File: config.mk
export PLATFORM = sky130hd
export DESIGN_NAME = imem_loader
export DESIGN_NICKNAME = d
export VERILOG_FILES = /design/src/rtl/imem_loader.sv
export SDC_FILE = /design/constraint.sdc
export NUM_CORES = 1
export LEC_CHECK = 0
export BUFFER_PORTS_ARGS = -buffer_cell sky130_fd_sc_hd__buf_2
export CAP_MARGIN = 20
export CORE_MARGIN = 2
export CORE_UTILIZATION = 39
export CTS_BUF_LIST = sky130_fd_sc_hd__clkbuf_4 sky130_fd_sc_hd__clkbuf_8 sky130_fd_sc_hd__clkbuf_16
export CTS_CLUSTER_DIAMETER = 100
export CTS_CLUSTER_SIZE = 25
export DETAILED_ROUTE_END_ITERATION = 7
export PLACE_DENSITY = 0.62
export SLEW_MARGIN = 40
export SYNTH_ARGS = -nofsm -noshare
export SYNTH_HDL_FRONTEND = slang
export SYNTH_SLANG_ARGS = --single-unit
export TNS_END_PERCENT = 50
File: constraint.sdc
create_clock -name clk -period 2.25 [get_ports clk]
set_input_delay 0 -clock clk [delete_from_list [all_inputs] [get_ports clk]]
set_output_delay 0 -clock clk [all_outputs]
set_load 0.02 [all_outputs]
File: src/rtl/imem_loader.sv
// Instruction-memory writer: takes a LEN / {HI,LO}*N / XOR-checksum byte frame
// and issues one wr_en pulse per 16-bit word, holding the core in busy meanwhile.
module imem_loader #(
  parameter int unsigned ADDR_WIDTH = 8,
  parameter int unsigned BASE_ADDR  = 0
) (
  input  logic                  clk,
  input  logic                  reset_n,
  input  logic                  start,
  input  logic [7:0]            in_data,
  input  logic                  in_valid,
  output logic                  in_ready,
  output logic                  wr_en,
  output logic [ADDR_WIDTH-1:0] wr_addr,
  output logic [15:0]           wr_data,
  output logic                  busy,
  output logic                  done,
  output logic                  error
);

  localparam int unsigned BYTE_W = 8;
  localparam int unsigned WORD_W = 16;

  typedef enum logic [2:0] {
    S_IDLE, S_LEN, S_HI, S_LO, S_WR, S_CHK, S_DONE
  } state_t;

  state_t                state_q, state_n;
  logic [BYTE_W-1:0]     len_q, len_n;
  logic [BYTE_W-1:0]     cnt_q, cnt_n;
  logic [BYTE_W-1:0]     hi_q, hi_n;
  logic [BYTE_W-1:0]     csum_q, csum_n;
  logic [ADDR_WIDTH-1:0] addr_q, addr_n;
  logic [ADDR_WIDTH-1:0] wr_addr_n;
  logic [WORD_W-1:0]     wr_data_n;
  logic                  wr_en_n, in_ready_n, busy_n, done_n, error_n;
  logic                  accept;

  assign accept = in_valid && in_ready;

  // Next-state and next-register values; outputs are registered from state_n.
  always_comb begin
    state_n   = state_q;
    len_n     = len_q;
    cnt_n     = cnt_q;
    hi_n      = hi_q;
    csum_n    = csum_q;
    addr_n    = addr_q;
    wr_addr_n = wr_addr;
    wr_data_n = wr_data;
    busy_n    = busy;
    done_n    = done;
    error_n   = error;

    case (state_q)
      S_IDLE, S_DONE: begin
        if (start) begin
          state_n = S_LEN;
          busy_n  = 1'b1;
          done_n  = 1'b0;
          error_n = 1'b0;
          csum_n  = '0;
          addr_n  = ADDR_WIDTH'(BASE_ADDR);
          cnt_n   = '0;
        end
      end
      S_LEN: begin
        if (accept) begin
          len_n   = in_data;
          state_n = S_HI;
        end
      end
      S_HI: begin
        if (accept) begin
          hi_n    = in_data;
          csum_n  = csum_q ^ in_data;
          state_n = S_LO;
        end
      end
      S_LO: begin
        if (accept) begin
          wr_data_n = {hi_q, in_data};
          wr_addr_n = addr_q;
          csum_n    = csum_q ^ in_data;
          state_n   = S_WR;
        end
      end
      S_WR: begin
        // LEN of 0 wraps to 255 here, giving a 256-word frame.
        if (cnt_q == len_q - BYTE_W'(1)) begin
          state_n = S_CHK;
        end else begin
          addr_n  = addr_q + ADDR_WIDTH'(1);
          cnt_n   = cnt_q + BYTE_W'(1);
          state_n = S_HI;
        end
      end
      S_CHK: begin
        if (accept) begin
          error_n = (in_data != csum_q);
          done_n  = 1'b1;
          busy_n  = 1'b0;
          state_n = S_DONE;
        end
      end
      default: state_n = S_IDLE;
    endcase

    wr_en_n    = (state_n == S_WR);
    in_ready_n = (state_n == S_LEN) || (state_n == S_HI) ||
                 (state_n == S_LO)  || (state_n == S_CHK);
  end

  always_ff @(posedge clk) begin
    if (!reset_n) begin
      state_q  <= S_IDLE;
      len_q    <= '0;
      cnt_q    <= '0;
      hi_q     <= '0;
      csum_q   <= '0;
      addr_q   <= '0;
      wr_addr  <= '0;
      wr_data  <= '0;
      wr_en    <= 1'b0;
      in_ready <= 1'b0;
      busy     <= 1'b0;
      done     <= 1'b0;
      error    <= 1'b0;
    end else begin
      state_q  <= state_n;
      len_q    <= len_n;
      cnt_q    <= cnt_n;
      hi_q     <= hi_n;
      csum_q   <= csum_n;
      addr_q   <= addr_n;
      wr_addr  <= wr_addr_n;
      wr_data  <= wr_data_n;
      wr_en    <= wr_en_n;
      in_ready <= in_ready_n;
      busy     <= busy_n;
      done     <= done_n;
      error    <= error_n;
    end
  end

endmodule
Word level (Yosys, flattened, before mapping):

Cells that the tools add are included.

* register bits after elaboration: 72
* input bits: 12
* output and inout bits: 29
* word-level logic and storage cells: 72

* add/sub/neg operators: 3
* equal/unequal tests: 17
* mux-type cells: 22
* bitwise operators: 1
* reductions and logical operators: 16

Operator list (number)
* 8-bit one-hot mux with 2 select lines: 3
* 8-bit two-way mux: 4
* 3-bit two-way mux: 6
* 3-bit one-hot mux with 6 select lines: 1
* 8-bit by 1-bit adder with 8-bit output (second input constant): 2
* 3-bit equality test (second input constant): 5
* 3-bit by 2-bit equality test with 1-bit output (second input constant): 4
* 3-bit AND reduction: 3
* 8-bit equality test: 1
* 8-bit != test: 1
* 8-bit by 1-bit subtractor with 8-bit output (second input constant): 1
* 8-bit bitwise XOR: 1
* 3-bit by 1-bit equality test with 1-bit output (second input constant): 2
* 2-bit != test (second input constant): 3
* 1-bit one-hot mux with 2 select lines: 3
* 2-bit AND reduction: 3
* 2-bit nonzero test: 3
* 1-bit two-way mux: 5
* 2-bit OR reduction: 2
* 3-bit zero test: 1
* 1-bit logical OR: 3
* 2-bit by 1-bit != test with 1-bit output (second input constant): 1
* 1-bit logical AND: 1

Longest topological paths before layout:

* depth in word-level cells: 8
* depth in mapped cells: 9
* mapped depth without buffers: 8

Least setup slack after synthesis:

Ideal clock, no wire load.

* path type: reg-to-reg
* from: reg state_q[2]
* to: reg in_ready
* library setup time: 0.072 ns
* arrival: 1.849 ns
* required time: 2.178 ns
* slack: 0.329 ns
* stages on the path, launching flop included: 8
* buffers on the path: 1
* period minus slack after synthesis: 1.921 ns
* path through: dfxtp_1 > clkbuf_1 > inv_1 > ha_1 > o311ai_0 > o21ai_0 > a31oi_1 > mux2i_1

* cells in the longest elaborated chain, start to end: 7
* elaborated cells on any way between the ends: 21
* those cells by class: eq/ne (10); mux (6); reduce/logical (5)

RTL lines
* start, declared: RTL line 28 `state_t state_q, state_n;`
* start signal, assigned: RTL line 130 `state_q <= state_n;`
* 3-bit equality test / 3-bit zero test (equally long branches): RTL line 55 `case (state_q)`
* 2-bit OR reduction: RTL line 55
* 3-bit one-hot mux with 6 select lines *: RTL line 55
* 3-bit by 1-bit equality test with 1-bit output / 3-bit by 2-bit equality test with 1-bit output (equally long branches): RTL line 110 `in_ready_n = (state_n == S_LEN) || (state_n == S_HI) ||`
* 1-bit logical OR (2 in series): RTL line 110
* 1-bit logical OR *: RTL line 111 `(state_n == S_LO) || (state_n == S_CHK);`
* end signal, assigned: RTL line 139 `in_ready <= in_ready_n;`
* end, declared: RTL line 12 `output logic in_ready,`

Every way passes the cells marked *; elsewhere a longest branch is shown, timed or not.
A chain may end at the register's enable or synchronous reset.

Final worst setup path:

* from: reg len_q[0]
* to: reg addr_q[3]

* cells in the longest elaborated chain, start to end: 4

RTL lines
* start, declared: RTL line 29 `logic [BYTE_W-1:0] len_q, len_n;`
* start signal, assigned: RTL line 131 `len_q <= len_n;`
* 8-bit by 1-bit subtractor with 8-bit output: RTL line 90 `if (cnt_q == len_q - BYTE_W'(1)) begin`
* 8-bit equality test: RTL line 90
* 2-bit != test (no line)
* 3-bit AND reduction (no line)
* end signal, assigned: RTL line 135 `addr_q <= addr_n;`
* end, declared: RTL line 33 `logic [ADDR_WIDTH-1:0] addr_q, addr_n;`

Every way passes these cells.

==> impl_metrics.py <==
metrics = {
    "setup_path": {
        "critical_path_buf_inv_count": 2,
        "slowest_delay_ns": 0.42,
        "cp.arrival_ns": 2.36,
        "crit_family": "compound AO/OA/AOI/OAI gates",
        "cp_slowest_cell": "dfxtp_1",
        "cp_cell_sequence": "inv_1 > ha_1 > xor2_1 > nor2_1 > o211ai_1 > nand3_1 > buf_4 > a21boi_0 > mux2i_1",
        "path_class": "reg2reg",
        "worstPathRequired_ns": 2.53,
        "crit_fanout": 21,
        "worstSetupStartpointType": "register",
        "critPathCaptureType": "register",
    },
    "detailed_routing": {
        "drt_iter0_markers": 107,
        "wl_um": 7990,
        "wire_per_inst_um": 13.6,
        "vias": 3077,
        "drc": 0,
        "final_antenna_net_count": 0,
        "via_per_inst": 5.23,
        "firstDrtPassIters": 4,
    },
    "final_layout": {
        "syn_to_final_growth_pct": 16.9,
        "drive_gt1_frac": 0.177,
        "final_nets": 491,
        "n_antenna_cell": 0,
        "fill_cells": 855,
        "final_cells": 588,
        "final_area_um2": 4180,
    },
    "timing": {
        "tightest_slew_ns": 0.468,
        "max_freq_mhz": 481,
        "finalSetupTns_ns": 0,
        "hold_viol": 0,
        "rsz0062_at_grt": "no",
        "period_minus_slack_ns": 2.08,
        "finClkSkew_ns": 0.00961,
        "period_share": 0.925,
        "slew_headroom": 0.685,
        "setup_viol": 0,
        "slew_violations": 0,
    },
    "synth": {
        "ys.flop_type": "dfxtp_1",
        "synth_xor_area_frac": 0.0417,
        "netlist_area_um2": 3570,
        "yosysWarnings": 0,
        "synthMuxAreaShare": 0.0508,
        "synth_top_family_by_area": "simple AND/OR/NAND/NOR gates",
        "ys_seq_area_frac": 0.404,
        "synth_adder_area_share": 0.0140,
        "synthesis.instances": 423,
        "synth-compound-area-share": 0.211,
        "synth-edff-count": 0,
        "synth_fp_nets": 439,
        "synth_area_per_cell_um2": 8.44,
        "yosysUniqueCellTypes": 45,
        "synthSimpleGateAreaFrac": 0.243,
        "synth-seq-cells": 72,
        "synthArstFlopShare": 0,
    },
    "clock_network": {
        "insertion_delay_ns": 0.35,
        "cts_buffers": 9,
        "clock-root-buffer": "clkbuf_8",
        "postCtsSetupRepairBufs": 0,
        "cts.sinks": 72,
        "cts_max_level": 3,
        "ctsLongestPathBuffers": 2,
        "clk_pin_slew_ns": 0.09,
        "cts_tree": "built",
    },
    "global_route": {
        "grt.total_usage": 0.164,
        "grt_max_degree": 43,
        "antenna_found_initial": 0,
        "grt_pass1_wl_um": 13200,
        "grt_pass1_vias": 2833,
        "grt.overflow.total": 0,
    },
    "power_and_ir_drop": {
        "vdd_drop_max_mv": 0.333,
        "p_per_area_nw_per_um2": 681,
        "total_leakage_power_nw": 1.61,
    },
    "die": {
        "dieArea_um2": 9940,
        "num_rows": 34,
        "start_util": 0.406,
        "core_area_um2": 8810,
        "fp.dieW_um": 99.7,
        "io_pins": 41,
        "dieHeight_um": 99.7,
    },
    "run": {
        "cap_violations": 0,
    },
    "place": {
        "postPlaceCellArea_um2": 3920,
        "port-buffer-count": 40,
        "dp_hpwl_um": 5520,
        "dp.cells": 564,
        "place_congestion": 0.811,
    },
    "status": {
        "status": "finished clean",
    },
    "min_path": {
        "worstHoldPathType": "in2reg",
    },
}
## path summary, 6_finish.rpt
kind | depth (start not counted) | slack [ns] | from | endpoint
setup / recovery | 9 | 0.17 | len_q[0] | addr_q[3]
hold / removal | 2 | 0.06 | reset_n | wr_data[0]
setup reg to reg | 9 | 0.17 | len_q[0] | addr_q[3]
hold reg to reg | 2 | 0.45 | busy | busy
## routing by layer
layer | wire [µm] | GRT usage | share of wire | vias up
met4 | 72 | 0.0611 | 0.0090 | 0
met1 | 3810 | 0.204 | 0.48 | 1450
li1 | - | - | - | 1576
met3 | 237 | 0.0351 | 0.030 | 7
met5 | 0 | 0 | 0 | -
met2 | 3870 | 0.280 | 0.48 | 44
## per-stage QoR
stage	power, W	utilization	hold slack [ns]	setup WS, ns
2_1_floorplan	0.00175	-	0.145	0.329
3_3_place_gp	0.00192	0.445	0.320	0.293
3_5_place_dp	0.00193	0.445	0.327	0.206
4_1_cts	0.00288	0.474	0.0553	0.193
5_1_grt	0.00300	0.474	0.0580	0.0176
6_report	0.00284	0.474	0.0647	0.169
## timing repair
action / 4_1_cts / 5_1_grt
hold endpoints to repair: 19 / 0
endpoints found under the setup margin: 0 / 1
resized for setup: 0 / 1
hold buffers: 8 / 0
## report_power, final
group	switching (W)	internal [W]	total [W]
Clock	0.000516	0.000418	0.000934
Combinational	0.000302	0.000220	0.000522
Sequential	0.0000687	0.00132	0.00139
Total	0.000887	0.00196	0.00284
## flip-flops by register name (all words and copies together) (netlist names)
signal    cells
hi_q          8
wr_en         1
len_q         8
in_ready      1
error         1
busy          1
state_q       3
cnt_q         8
addr_q        8
wr_addr       8
wr_data      16
done          1
csum_q        8
## worst register-to-register path, stage by stage, from the launching register on
cell and delay (ns):
dfxtp_1 0.42, inv_1 0.07, ha_1 0.27, xor2_1 0.16, nor2_1 0.07, o211ai_1 0.22, nand3_1 0.11, buf_4 0.22
a21boi_0 0.28, mux2i_1 0.22
## logic make-up after synthesis
logic type	count (synthesis)
adder cells (fa/ha/maj)	4
flip-flops	72
XOR/XNOR	17
buffers and inverters	29
AND/OR/NAND/NOR	177
AO/OA/AOI/OAI	106
multiplexers	18
## placed cells by master (no fill, tap or decap), types with 3 or more instances in the layout
cell,instances
nand2_1,82
dfxtp_1,71
a21boi_0,47
buf_2,40
nand3_1,21
a21oi_1,20
nor2_1,18
mux2i_1,17
xor2_1,16
buf_4,15
o21ai_0,13
nand2b_1,12
nor2b_1,11
nand3b_1,9
clkbuf_8,9
and3_1,8
dlygate4sd3_1,8
inv_1,6
o21ai_2,5
and2_1,4
a31oi_1,4
a2111o_1,4
ha_1,4
nor3_1,3
nor4_1,3
## cells in the mapped netlist, types with 4 or more instances
library cell / instances / area (µm²)
nand2_1: 82 / 308
dfxtp_1: 72 / 1440
a21boi_0: 47 / 353
nand3_1: 21 / 105
a21oi_1: 20 / 100
nor2_1: 18 / 67.6
mux2i_1: 17 / 170
clkbuf_1: 16 / 60.1
xor2_1: 16 / 140
o21ai_0: 13 / 65.1
nand2b_1: 12 / 75.1
nor2b_1: 11 / 68.8
nand3b_1: 9 / 67.6
and3_1: 8 / 50.1
inv_1: 6 / 22.5
o21ai_2: 5 / 43.8
a2111o_1: 4 / 45.0
a31oi_1: 4 / 25.0
and2_1: 4 / 25.0
ha_1: 4 / 50.1
## cell type report
class	instances	area [µm²]	share of cell area
Sequential cell	72	1440	0.346
Clock inverter	6	45.0	0.0108
Timing Repair Buffer	63	393	0.0941
Tap cell	108	135	0.0324
Inverter	7	26.3	0.00629
Clock buffer	10	131	0.0315
Multi-Input combinational cell	322	2000	0.479
Note: power is estimated with default switching activity, not from simulation.
